$ cat config.mk
export PLATFORM = sky130hd
export DESIGN_NAME = config_frame_parser
export DESIGN_NICKNAME = d
export VERILOG_FILES = /design/src/rtl/config_frame_parser_pkg.sv /design/src/rtl/byte_timeout_timer.sv /design/src/rtl/config_frame_parser.sv
export SDC_FILE = /design/constraint.sdc
export NUM_CORES = 1
export LEC_CHECK = 0
export CAP_MARGIN = 20
export CORE_UTILIZATION = 38
export CTS_BUF_LIST = sky130_fd_sc_hd__clkbuf_8
export CTS_CLUSTER_SIZE = 28
export DETAILED_ROUTE_END_ITERATION = 8
export PLACE_DENSITY = 0.64
export SYNTH_ARGS = -nofsm -noshare
export SYNTH_HDL_FRONTEND = slang
export SYNTH_SLANG_ARGS = --single-unit
$ cat constraint.sdc
create_clock -name clk -period 2.6 [get_ports clk]
set_clock_uncertainty 0.1 [all_clocks]
set_input_delay 0.52 -clock clk [delete_from_list [all_inputs] [get_ports clk]]
set_output_delay 0.52 -clock clk [all_outputs]
set_load 0.03 [all_outputs]
$ cat src/rtl/config_frame_parser_pkg.sv
// Shared definitions for the configuration frame parser: FSM encoding,
// frame geometry and command codes.
package config_frame_parser_pkg;

  typedef enum logic [1:0] {
    ST_IDLE    = 2'd0,
    ST_PAYLOAD = 2'd1,
    ST_CSUM    = 2'd2
  } state_t;

  typedef enum logic [1:0] {
    ACT_WRITE  = 2'd0,
    ACT_CLEAR  = 2'd1,
    ACT_REJECT = 2'd2
  } action_t;

  // CMD + four payload bytes + checksum
  localparam int FRAME_LEN   = 6;
  localparam int PAYLOAD_LEN = FRAME_LEN - 2;

  localparam logic [7:0] CMD_OUT_SEL       = 8'd0;
  localparam logic [7:0] CMD_FM_DEMOD_RATE = 8'd12;
  localparam logic [7:0] CMD_MAX_WRITE     = CMD_FM_DEMOD_RATE;
  localparam logic [7:0] CMD_CLEAR_ALL     = 8'd15;

  // Map a command byte to what a checksum-clean frame should do with it.
  // Codes 13, 14 and anything above 15 are undefined and get rejected.
  function automatic action_t cmd_action(input logic [7:0] cmd);
    action_t act;
    if (cmd == CMD_CLEAR_ALL) begin
      act = ACT_CLEAR;
    end else if (cmd <= CMD_MAX_WRITE) begin
      act = ACT_WRITE;
    end else begin
      act = ACT_REJECT;
    end
    return act;
  endfunction

endpackage

$ cat src/rtl/byte_timeout_timer.sv
// Inter-byte watchdog. Reloads on clear, counts down while enabled and
// flags expiry on the cycle the terminal count is reached, which is
// TIMEOUT_CYCLES-1 enabled cycles after the last clear.
module byte_timeout_timer #(
  parameter int TIMEOUT_CYCLES = 2000
) (
  input  logic clk,
  input  logic rst,
  input  logic clear,
  input  logic enable,
  output logic expired
);

  localparam int W = (TIMEOUT_CYCLES > 2) ? $clog2(TIMEOUT_CYCLES) : 1;
  localparam logic [W-1:0] LOAD_VAL = W'(TIMEOUT_CYCLES - 1);

  logic [W-1:0] cnt_q;
  logic [W-1:0] cnt_d;

  // Reload takes priority; hold at zero once the terminal count is hit.
  always_comb begin
    cnt_d = cnt_q;
    if (clear) begin
      cnt_d = LOAD_VAL;
    end else if (enable && (cnt_q != '0)) begin
      cnt_d = cnt_q - 1'b1;
    end
  end

  // Counter register.
  always_ff @(posedge clk) begin
    if (rst) begin
      cnt_q <= LOAD_VAL;
    end else begin
      cnt_q <= cnt_d;
    end
  end

  assign expired = enable && (cnt_q == '0);

endmodule

$ cat src/rtl/config_frame_parser.sv
// UART configuration frame parser. Collects CMD, four payload bytes
// (MSB first) and an XOR checksum, then issues a register write, a
// clear-all, or a frame error one cycle after the checksum byte.
//
// state      | meaning
// -----------+------------------------------------------------
// ST_IDLE    | waiting for a CMD byte
// ST_PAYLOAD | collecting payload byte idx_q (0..3)
// ST_CSUM    | waiting for the checksum byte
module config_frame_parser
  import config_frame_parser_pkg::*;
#(
  parameter int TIMEOUT_CYCLES = 2000
) (
  input  logic        clk,
  input  logic        rst,
  input  logic        rx_valid,
  input  logic [7:0]  rx_data,
  output logic        wr_en,
  output logic [3:0]  wr_addr,
  output logic [31:0] wr_data,
  output logic        clear_all,
  output logic        frame_err,
  output logic        busy,
  output logic [7:0]  err_count
);

  state_t      state_q, state_d;
  logic [1:0]  idx_q, idx_d;
  logic [7:0]  cmd_q, cmd_d;
  logic [31:0] buf_q, buf_d;
  logic [7:0]  xor_q, xor_d;
  logic        wr_en_q, wr_en_d;
  logic [3:0]  wr_addr_q, wr_addr_d;
  logic [31:0] wr_data_q, wr_data_d;
  logic        clear_all_q, clear_all_d;
  logic        frame_err_q, frame_err_d;
  logic [7:0]  err_count_q, err_count_d;
  logic        expired;

  localparam logic [1:0] LAST_IDX = 2'(PAYLOAD_LEN - 1);

  byte_timeout_timer #(
    .TIMEOUT_CYCLES(TIMEOUT_CYCLES)
  ) u_timer (
    .clk    (clk),
    .rst    (rst),
    .clear  (rx_valid),
    .enable (state_q != ST_IDLE),
    .expired(expired)
  );

  // Next-state and output decode. A received byte always beats a timeout
  // expiring in the same cycle.
  always_comb begin
    state_d     = state_q;
    idx_d       = idx_q;
    cmd_d       = cmd_q;
    buf_d       = buf_q;
    xor_d       = xor_q;
    wr_en_d     = 1'b0;
    wr_addr_d   = wr_addr_q;
    wr_data_d   = wr_data_q;
    clear_all_d = 1'b0;
    frame_err_d = 1'b0;

    case (state_q)
      ST_IDLE: begin
        if (rx_valid) begin
          cmd_d   = rx_data;
          xor_d   = rx_data;
          buf_d   = '0;
          idx_d   = '0;
          state_d = ST_PAYLOAD;
        end
      end

      ST_PAYLOAD: begin
        if (rx_valid) begin
          buf_d = {buf_q[23:0], rx_data};
          xor_d = xor_q ^ rx_data;
          if (idx_q == LAST_IDX) begin
            state_d = ST_CSUM;
          end else begin
            idx_d = idx_q + 2'd1;
          end
        end else if (expired) begin
          state_d     = ST_IDLE;
          buf_d       = '0;
          xor_d       = '0;
          idx_d       = '0;
          frame_err_d = 1'b1;
        end
      end

      ST_CSUM: begin
        if (rx_valid) begin
          state_d = ST_IDLE;
          idx_d   = '0;
          if (rx_data != xor_q) begin
            frame_err_d = 1'b1;
          end else begin
            case (cmd_action(cmd_q))
              ACT_WRITE: begin
                wr_en_d   = 1'b1;
                wr_addr_d = cmd_q[3:0];
                wr_data_d = buf_q;
              end
              ACT_CLEAR: clear_all_d = 1'b1;
              default:   frame_err_d = 1'b1;
            endcase
          end
        end else if (expired) begin
          state_d     = ST_IDLE;
          buf_d       = '0;
          xor_d       = '0;
          idx_d       = '0;
          frame_err_d = 1'b1;
        end
      end

      default: begin
        state_d = ST_IDLE;
        idx_d   = '0;
      end
    endcase
  end

  // Rejected-frame counter, saturating.
  always_comb begin
    err_count_d = err_count_q;
    if (frame_err_d && (err_count_q != 8'hFF)) begin
      err_count_d = err_count_q + 8'd1;
    end
  end

  // State and output registers.
  always_ff @(posedge clk) begin
    if (rst) begin
      state_q     <= ST_IDLE;
      idx_q       <= '0;
      cmd_q       <= '0;
      buf_q       <= '0;
      xor_q       <= '0;
      wr_en_q     <= 1'b0;
      wr_addr_q   <= '0;
      wr_data_q   <= '0;
      clear_all_q <= 1'b0;
      frame_err_q <= 1'b0;
      err_count_q <= '0;
    end else begin
      state_q     <= state_d;
      idx_q       <= idx_d;
      cmd_q       <= cmd_d;
      buf_q       <= buf_d;
      xor_q       <= xor_d;
      wr_en_q     <= wr_en_d;
      wr_addr_q   <= wr_addr_d;
      wr_data_q   <= wr_data_d;
      clear_all_q <= clear_all_d;
      frame_err_q <= frame_err_d;
      err_count_q <= err_count_d;
    end
  end

  assign wr_en     = wr_en_q;
  assign wr_addr   = wr_addr_q;
  assign wr_data   = wr_data_q;
  assign clear_all = clear_all_q;
  assign frame_err = frame_err_q;
  assign busy      = (state_q != ST_IDLE);
  assign err_count = err_count_q;

endmodule

==> results_tabular.tex, run 1 <==
\begin{tabular}{lr}
\hline
Metric & Value \\
\hline
\multicolumn{2}{l}{\textbf{Setup path}} \\
CP Launch Type & input port \\
Worst-path fanout max & 8 \\
Type of the setup path with the least slack & in2reg \\
Worst path most repeated cell & sky130\_fd\_sc\_hd\_\_buf\_4 \\
Kind of capture point of the worst setup path & flip-flop \\
Arrival time at the worst endpoint & 2.55 ns \\
Cell family contributing the most delay on the critical path & buffers and inverters \\
Req. time, crit path & 2.76 ns \\
Worst path buffer plus inverter count & 3 \\
Origin of the critical flop-to-flop path & state\_q[0] \\
Delay of the slowest cell on the worst path & 0.45 ns \\
CP max-delay cell & sky130\_fd\_sc\_hd\_\_clkdlybuf4s50\_1 \\
Critical path, cell by cell & clkdlybuf4s50\_1 > xor2\_1 > nor4\_1 > a31oi\_1 > o221ai\_2 > buf\_4 > buf\_4 > or3\_1 > a21oi\_1 \\
Source of the critical timing path & rx\_data[4] \\
\multicolumn{2}{l}{\textbf{Drt}} \\
DR top layer & met4 \\
Total vias in the final route & 3,780 \\
Post-DRT Antenna Nets & 0 \\
Remaining routing DRC violations & 6 \\
Detailed Routing Iterations Pass 1 & 6 \\
Mean routed wirelength per cell & 14.6 µm \\
DRT iter0 DRCs & 256 \\
Sum of met3 wire segment lengths after detailed routing & about 490 µm \\
WL met1 & $\sim$5.4 mm \\
Final wirelength & $\sim$10 mm \\
Average vias per placed instance & roughly 5.3 \\
Metal2 WL & 4.44 mm \\
\multicolumn{2}{l}{\textbf{Place}} \\
Count of input and output buffers & 58 \\
Post-Place Cells & 702 \\
Post-place instance area & 5420 µm² \\
Placement Setup Slack & -0.240 ns \\
Placer congestion estimate & 0.842 \\
Half-perimeter wire length of the detailed placement result & 7.23 mm \\
\multicolumn{2}{l}{\textbf{GRT}} \\
Largest net degree at the start of global routing & 56 \\
GRT Residual Overflow & 0 \\
Total routing usage reported by global routing & 17.7\% \\
Wire length of the first global-routing pass & between 15 and 20 mm \\
Antenna violations before repair & 0 \\
Number of global-route vias before repair & between 3,000 and 4,000 \\
\multicolumn{2}{l}{\textbf{Status}} \\
Result of the run & finished with violations \\
Violations in the final reports & design-rule violations \\
\multicolumn{2}{l}{\textbf{Clock network}} \\
Number of H-tree levels & 3 \\
Later-pin clock latency in the skew report & 0.37 ns \\
Register clock-pin slew on the reported worst setup and hold paths & 0.10 ns \\
CTS Hold Bufs & 0 \\
Number of buffers on the longest clock path & 2 \\
Clk sinks & 110 \\
Clock tree from TritonCTS & done \\
\# Post-CTS Setup Buffers & 0 \\
Clock buffers created by TritonCTS & 9 \\
Cell chosen for the clock root & sky130\_fd\_sc\_hd\_\_clkbuf\_8 \\
\multicolumn{2}{l}{\textbf{Cells and area}} \\
Fill cell total of the finished layout & 1,090 \\
Most used cells in the layout excluding fill and tap cells & sky130\_fd\_sc\_hd\_\_dfxtp\_1, sky130\_fd\_sc\_hd\_\_nor2\_1, sky130\_fd\_sc\_hd\_\_clkdlybuf4s50\_1, sky130\_fd\_sc\_hd\_\_nand2\_1, sky130\_fd\_sc\_hd\_\_a22oi\_1 \\
Final net count & 590 \\
Area used by sequential logic in the layout & 2200 µm² \\
Area added between synthesis and finish & 24.5\% \\
Design area & 5630 µm² \\
Antenna Diode Count & 0 \\
Commonest non-fill, non-tap cell in the layout & sky130\_fd\_sc\_hd\_\_dfxtp\_1 \\
Footprint of the multi-input gates & 2150 µm² \\
Proportion of layout cells with a drive suffix above 1 & 9.41\% \\
Post-route non-filler standard cell count & 717 \\
\multicolumn{2}{l}{\textbf{Synthesis}} \\
Warnings, synthesis & 0 \\
Seq cells post-synth & between 100 and 150 \\
Combined area of all synthesized cells & 4520 µm² \\
Most area-hungry cell type in the Yosys netlist & sky130\_fd\_sc\_hd\_\_dfxtp\_1 \\
Fraction of registers with async set or reset after synthesis & 0\% \\
Most frequently used flop master after synthesis & sky130\_fd\_sc\_hd\_\_dfxtp\_1 \\
Gate count after technology mapping & 500 \\
Post-Synthesis Net Count & 520 \\
Largest cells by area after synthesis & sky130\_fd\_sc\_hd\_\_dfxtp\_1, sky130\_fd\_sc\_hd\_\_mux2i\_1, sky130\_fd\_sc\_hd\_\_nor2\_1 \\
Post-synthesis sequential area ratio & 48.7\% \\
Portion of synthesized cell area occupied by the leading cell type & 48.7\% \\
Yosys cell types & 46 \\
Mean post-synth cell area & 9.04 µm² \\
EDFF count, synth & 0 \\
\multicolumn{2}{l}{\textbf{Timing}} \\
Total setup violations reported at the end of the flow & 0 \\
Actual slew at the worst max-slew pin & 0.581 ns \\
Worst slew margin relative to its limit & 60.9\% \\
Setup repair after global routing missed its margin & false \\
Worst Hold Margin & approximately 0.36 ns \\
Number of slew-limit violations in the final report & 0 \\
Fin crit period & $\sim$2.4 ns \\
Hold Fails Final Rpt & 0 \\
Fin crit share & $\sim$90\% \\
Upper clock frequency limit & about 0.42 GHz \\
Worst Setup Slack, final & 0.205 ns \\
\multicolumn{2}{l}{\textbf{Pwr}} \\
Max IR drop VDD & 0.297 mV \\
Pwr per Cell Area & 539 nW/µm² \\
Psw & $\sim$750 µW \\
Static Leak & 0.00200 µW \\
Proportion of power drawn by combinational gates & 7.9\% \\
Clock network power share & 35.1\% \\
Cell-internal power & 2280 µW \\
Share of power burned in registers & between 50\% and 60\% \\
Switching portion of total power & between 20\% and 30\% \\
\multicolumn{2}{l}{\textbf{Run}} \\
Max capacitance violation total & 0 \\
\multicolumn{2}{l}{\textbf{Floorplan}} \\
Total I/O pin count & a little under 60 \\
Core region area & roughly 12,000 µm² \\
Total number of placement rows & 39 \\
Area of the die & 12,300 µm² \\
Initial core utilization & 39.2\% \\
Die Span Y & roughly 110 µm \\
Die outline width & about 110 µm \\
\multicolumn{2}{l}{\textbf{Min path}} \\
Path class of the lowest-slack min-delay path & reg2reg \\
Startpoint of the most critical hold path & cmd\_q[5] \\
\hline
\end{tabular}
-- cell families (layout without fill, tap and decap cells) --
family          count (synthesis)  in the layout  share of synthesized area (%)
simple gates                  185            185                           18.7
flops                         110            110                           48.7
compound gates                105            105                           15.1
buf+inv                        39            113                           3.88
mux                            37             37                           8.22
xor+xnor                       15             15                           2.91
fa+ha+maj                       9              9                           2.49
-- state kept, by name, indices dropped and copies added, names as in the netlist --
name           flops
state_q            2
cmd_q              8
err_count          8
buf_q             32
xor_q              8
wr_en              1
clear_all          1
wr_data           32
frame_err          1
wr_addr            4
idx_q              2
u_timer.cnt_q     11
-- cell type report --
type                       count  share of cell area (%)
sequential                   110                    39.1
multi-input combinational    351                    38.3
timing repair buffer          88                    15.2
tap                          143                    3.18
clock buffer                  10                    2.45
clock inverter                 5                    1.13
inverter                      10                   0.667
-- per-layer routing --
metal / vias up / track usage [%]
li1: 1895 / -
met1: 1778 / 25.1
met2: 95 / 26.7
met3: 12 / 3.44
met4: 0 / 6.40
met5: - / 0
-- path summary, 6_finish.rpt --
kind,slack [ns],depth (start not counted),to
hold reg to reg,0.36,2,cmd_q[5]
setup reg to reg,0.24,8,err_count[3]
hold / removal,0.36,2,cmd_q[5]
setup / recovery,0.21,9,err_count[0]
-- what timing repair did --
item | in CTS | in global routing
setup endpoints to repair | 0 | 27
endpoints found under the hold margin | 0 | 0
resized for setup | 0 | 2
-- per-stage QoR --
stage	setup TNS, ns	total power, µW	util, %
finish	0	3030	48.8
global route	0	3150	48.8
CTS	0	3050	48.8
detailed placement	-7.96	2000	47.0
global placement	-7.20	2000	47.0
floorplan	0	1900	-
-- power groups by stage --
| stage | clock network [µW] | registers (µW) | logic [µW] |
|---|---|---|---|
| after floorplan | 0 | 1760 | 143 |
| after global placement | 0 | 1760 | 231 |
| after detailed placement | 0 | 1770 | 236 |
| after CTS | 1090 | 1730 | 237 |
| after global routing | 1150 | 1730 | 266 |
| final | 1060 | 1730 | 239 |
-- worst register-to-register path: stages (launching register included) --
cell and delay (ns):
sky130_fd_sc_hd__dfxtp_1 0.46, sky130_fd_sc_hd__inv_1 0.10, sky130_fd_sc_hd__ha_1 0.22, sky130_fd_sc_hd__inv_1 0.11
sky130_fd_sc_hd__and4_1 0.25, sky130_fd_sc_hd__o221ai_2 0.21, sky130_fd_sc_hd__buf_4 0.21, sky130_fd_sc_hd__or4_1 0.50
sky130_fd_sc_hd__a21oi_1 0.15
-- cell usage after synthesis, types with 5 or more instances --
cell type	count
sky130_fd_sc_hd__dfxtp_1	110
sky130_fd_sc_hd__nor2_1	94
sky130_fd_sc_hd__nand2_1	45
sky130_fd_sc_hd__a22oi_1	38
sky130_fd_sc_hd__mux2i_1	36
sky130_fd_sc_hd__a21oi_1	22
sky130_fd_sc_hd__clkbuf_1	22
sky130_fd_sc_hd__o21ai_1	16
sky130_fd_sc_hd__o21ai_0	11
sky130_fd_sc_hd__xor2_1	10
sky130_fd_sc_hd__ha_1	9
sky130_fd_sc_hd__inv_1	9
sky130_fd_sc_hd__nand3_1	8
sky130_fd_sc_hd__nor3_1	8
sky130_fd_sc_hd__nor4_1	7
sky130_fd_sc_hd__xnor2_1	5
Power figures use the tool's default switching activity.
==> run 2, diff against run 1 <==
CORE_MARGIN = 3   (was unset)
PLACE_DENSITY = 0.63   (was 0.64)
SYNTH_HIERARCHICAL = 1   (was unset)
==> run 2 against run 1 <==
The flow now finishes without violations. Combinational power grew 46%. Count of clock-buffer cells in the layout is the same. Global-route usage shrank 0.48 points. Area after synthesis grew 3.1%. Clock power grew 12%. Die area grew 11%. Worst setup slack lost 0.18 ns.
==> results_tabular.tex, run 2 <==
\begin{tabular}{lr}
\hline
Metric & Value \\
\hline
\multicolumn{2}{l}{\textbf{Status}} \\
Result of the run & completed \\
\multicolumn{2}{l}{\textbf{Floorplan}} \\
Die Span Y & 117 µm (+5.1\%) \\
Initial core utilization & 39.8\% (+0.55 points) \\
Area of the die & 13,600 µm² (+11\%) \\
Die outline width & 117 µm (+5.1\%) \\
Core region area & 11,700 µm² (+1.7\%) \\
Total number of placement rows & 39 (unchanged) \\
Total I/O pin count & 59 (unchanged) \\
\multicolumn{2}{l}{\textbf{Cells and area}} \\
Area used by sequential logic in the layout & 2200 µm² (about the same) \\
Antenna Diode Count & 0 (unchanged) \\
Final Util & 50.0\% (+1.2 points) \\
Design area & 5860 µm² (+4.1\%) \\
Commonest non-fill, non-tap cell in the layout & sky130\_fd\_sc\_hd\_\_dfxtp\_1 \\
Final net count & 649 (+10\%) \\
Most used cells in the layout excluding fill and tap cells & sky130\_fd\_sc\_hd\_\_dfxtp\_1, sky130\_fd\_sc\_hd\_\_nand2\_1, sky130\_fd\_sc\_hd\_\_nor2\_1, sky130\_fd\_sc\_hd\_\_a21oi\_1, sky130\_fd\_sc\_hd\_\_clkdlybuf4s50\_1 \\
Proportion of layout cells with a drive suffix above 1 & 12.6\% (+3.2 points) \\
Footprint of the multi-input gates & 2280 µm² (+5.9\%) \\
Area added between synthesis and finish & 25.7\% \\
Fill cell total of the finished layout & 1,131 (+3.8\%) \\
\multicolumn{2}{l}{\textbf{GRT}} \\
Antenna violations before repair & 0 (unchanged) \\
Largest net degree at the start of global routing & 59 (+5.4\%) \\
Number of global-route vias before repair & 3,888 (+7.7\%) \\
GRT Residual Overflow & 0 (unchanged) \\
Total routing usage reported by global routing & 17.2\% (-0.48 points) \\
Wire length of the first global-routing pass & 18.7 mm (+5.6\%) \\
\multicolumn{2}{l}{\textbf{Synthesis}} \\
Seq cells post-synth & 110 (unchanged) \\
Combined area of all synthesized cells & 4660 µm² (+3.1\%) \\
Ranking of synthesized cells by instance count & sky130\_fd\_sc\_hd\_\_dfxtp\_1, sky130\_fd\_sc\_hd\_\_nand2\_1, sky130\_fd\_sc\_hd\_\_a21oi\_1 \\
Post-synthesis sequential area ratio & 47.2\% (-1.5 points) \\
Largest cells by area after synthesis & sky130\_fd\_sc\_hd\_\_dfxtp\_1, sky130\_fd\_sc\_hd\_\_nand2\_1, sky130\_fd\_sc\_hd\_\_a21oi\_1 \\
Portion of synthesized cell area occupied by the leading cell type & 47.2\% (-1.5 points) \\
Post-Synthesis Net Count & 576 (+11\%) \\
Mean post-synth cell area & 8.38 µm² (-7.3\%) \\
Library cell with the highest instance count after synthesis & sky130\_fd\_sc\_hd\_\_dfxtp\_1 \\
Fraction of registers with async set or reset after synthesis & 0\% (unchanged) \\
EDFF count, synth & 0 (unchanged) \\
Most area-hungry cell type in the Yosys netlist & sky130\_fd\_sc\_hd\_\_dfxtp\_1 \\
Warnings, synthesis & 6 (+6) \\
Yosys cell types & 52 (+13\%) \\
Most frequently used flop master after synthesis & sky130\_fd\_sc\_hd\_\_dfxtp\_1 \\
Gate count after technology mapping & 556 (+11\%) \\
\multicolumn{2}{l}{\textbf{Min path}} \\
Startpoint of the most critical hold path & wr\_data[20] \\
Path class of the lowest-slack min-delay path & reg2reg \\
Worst min-delay path endpoint & wr\_data[20] \\
Number of cells on the worst hold path & 2 (unchanged) \\
\multicolumn{2}{l}{\textbf{Setup path}} \\
Type of the setup path with the least slack & reg2reg \\
Critical register-to-register path endpoint & err\_count[4] \\
CP Launch Type & flip-flop \\
R2R depth & 11 (+3) \\
Worst R2R Setup Slack & 0.03 ns (-0.21 ns) \\
Kind of capture point of the worst setup path & flip-flop \\
Worst-path fanout max & 8 (unchanged) \\
Origin of the critical flop-to-flop path & u\_timer/cnt\_q[0] \\
Arrival time at the worst endpoint & 2.79 ns (+0.24 ns) \\
Req. time, crit path & 2.82 ns (+0.06 ns) \\
\multicolumn{2}{l}{\textbf{Pwr}} \\
Clock network power share & 36.2\% (+1.1 points) \\
Share of power burned in registers & 53.1\% (-3.9 points) \\
Pwr per Cell Area & 562 nW/µm² (+4.3\%) \\
Static Leak & 0.00202 µW (+0.97\%) \\
Psw & 855 µW (+14\%) \\
Proportion of power drawn by combinational gates & 10.6\% (+2.7 points) \\
Max IR drop VDD & 0.354 mV (+19\%) \\
Tot Pwr & 3290 µW (+8.6\%) \\
Cell-internal power & 2430 µW (+6.9\%) \\
Switching portion of total power & 26.0\% (+1.2 points) \\
\multicolumn{2}{l}{\textbf{Timing}} \\
Fin crit share & 99.0\% (+6.9 points) \\
Upper clock frequency limit & 0.388 GHz (-7.0\%) \\
Total setup violations reported at the end of the flow & 0 (unchanged) \\
Hold Fails Final Rpt & 0 (unchanged) \\
Actual slew at the worst max-slew pin & 0.702 ns (+0.121 ns) \\
Number of slew-limit violations in the final report & 0 (unchanged) \\
Setup repair after global routing missed its margin & true \\
Worst Hold Margin & 0.354 ns (-0.00564 ns) \\
Fin crit period & 2.57 ns (+0.179 ns) \\
Worst slew margin relative to its limit & 52.7\% (-8.2 points) \\
\multicolumn{2}{l}{\textbf{Clock network}} \\
Clock tree from TritonCTS & done \\
Number of buffers on the longest clock path & 2 (unchanged) \\
Later-pin clock latency in the skew report & 0.38 ns (about the same) \\
Clock buffers created by TritonCTS & 9 (unchanged) \\
Register clock-pin slew on the reported worst setup and hold paths & 0.10 ns (about the same) \\
Number of H-tree levels & 3 (unchanged) \\
Cell chosen for the clock root & sky130\_fd\_sc\_hd\_\_clkbuf\_8 \\
Clk sinks & 110 (unchanged) \\
\multicolumn{2}{l}{\textbf{Drt}} \\
Total vias in the final route & 4,206 (+11\%) \\
Remaining routing DRC violations & 0 (-6) \\
Post-DRT Antenna Nets & 0 (unchanged) \\
Detailed Routing Iterations Pass 1 & 5 (-1) \\
Average vias per placed instance & 5.41 (+2.7\%) \\
DRT iter0 DRCs & 267 (+4.3\%) \\
Mean routed wirelength per cell & 14.8 µm (+1.2\%) \\
Final wirelength & 11.5 mm (+9.7\%) \\
\multicolumn{2}{l}{\textbf{Place}} \\
Half-perimeter wire length of the detailed placement result & 7.79 mm (+7.8\%) \\
Post-place instance area & 5530 µm² (+2.2\%) \\
Count of input and output buffers & 58 (unchanged) \\
Placer congestion estimate & 0.796 (-5.5\%) \\
\multicolumn{2}{l}{\textbf{Run}} \\
Max capacitance violation total & 0 (unchanged) \\
\hline
\end{tabular}
run 2: final cells by class:
type	instances	share of cell area (%)
clock inverters	6	1.67
clock buffers	10	2.35
flip-flops and latches	110	37.6
repair buffers	97	15.7
inverters	10	0.684
multi-input cells	401	38.9
well taps	143	3.05
run 2: repair_timing:
action	in CTS	in global routing
cloned	0	0
endpoints found under the setup margin	4	7
buffers inserted	3	4
hold buffers	0	0
pin swaps	1	7
gates resized for setup	1	10
endpoints found under the hold margin	0	0
run 2: per-stage QoR:
step | setup TNS (ns) | setup WS (ns) | instances
3_3_place_gp | -0.0134 | -0.0134 | 754
5_1_grt | -0.374 | -0.0874 | 777
4_1_cts | 0 | 0.0108 | 773
2_1_floorplan | -0.0138 | -0.00690 | 556
6_report | 0 | 0.0258 | 777
3_5_place_dp | -2.87 | -0.100 | 754
run 2: worst max-delay path: stages, from the launching register on:
cell and delay (ns):
sky130_fd_sc_hd__dfxtp_2 0.34, sky130_fd_sc_hd__inv_2 0.07, sky130_fd_sc_hd__ha_4 0.13, sky130_fd_sc_hd__or3b_4 0.39, sky130_fd_sc_hd__nor3_4 0.21, sky130_fd_sc_hd__and2_4 0.20, sky130_fd_sc_hd__inv_4 0.04, sky130_fd_sc_hd__o32ai_4 0.20
sky130_fd_sc_hd__o211ai_1 0.16, sky130_fd_sc_hd__buf_4 0.20, sky130_fd_sc_hd__or3_1 0.34, sky130_fd_sc_hd__a21oi_1 0.12
run 2: power groups by stage:
stage / Combinational, µW / Sequential [µW] / Clock (µW)
floorplan: 215 / 1780 / 0
global placement: 335 / 1780 / 0
detailed placement: 342 / 1790 / 0
CTS: 343 / 1750 / 1220
global route: 389 / 1750 / 1290
finish: 350 / 1750 / 1190
run 2: logic make-up after synthesis:
kind of cell / after synthesis / synth area share, %
buf+inv: 45 / 5.21
mux: 2 / 0.430
xor+xnor: 10 / 1.88
fa+ha+maj: 9 / 2.42
flops: 110 / 47.2
compound gates: 152 / 20.3
simple gates: 228 / 22.5
run 2: layer usage:
metal	global-route usage, %	part of all wire [%]	vias to the layer above
met5	0	0	-
li1	-	-	2109
met3	4.15	3.9	11
met4	5.50	1.1	0
met1	23.8	48	1998
met2	26.6	47	88
run 2: worst max-delay path by stage:
stage / startpoint / end / slack, ns / cells past startpoint
after global placement: rx_data[4] / err_count[1] / -0.01 / 8
after CTS: u_timer/cnt_q[1] / err_count[3] / 0.01 / 11
after global routing: u_timer/cnt_q[0] / err_count[4] / -0.09 / 11
after floorplan: u_timer/cnt_q[2] / err_count[3] / -0.007 / 11
final: u_timer/cnt_q[0] / err_count[4] / 0.03 / 11
after detailed placement: rx_data[4] / wr_data[16] / -0.10 / 9
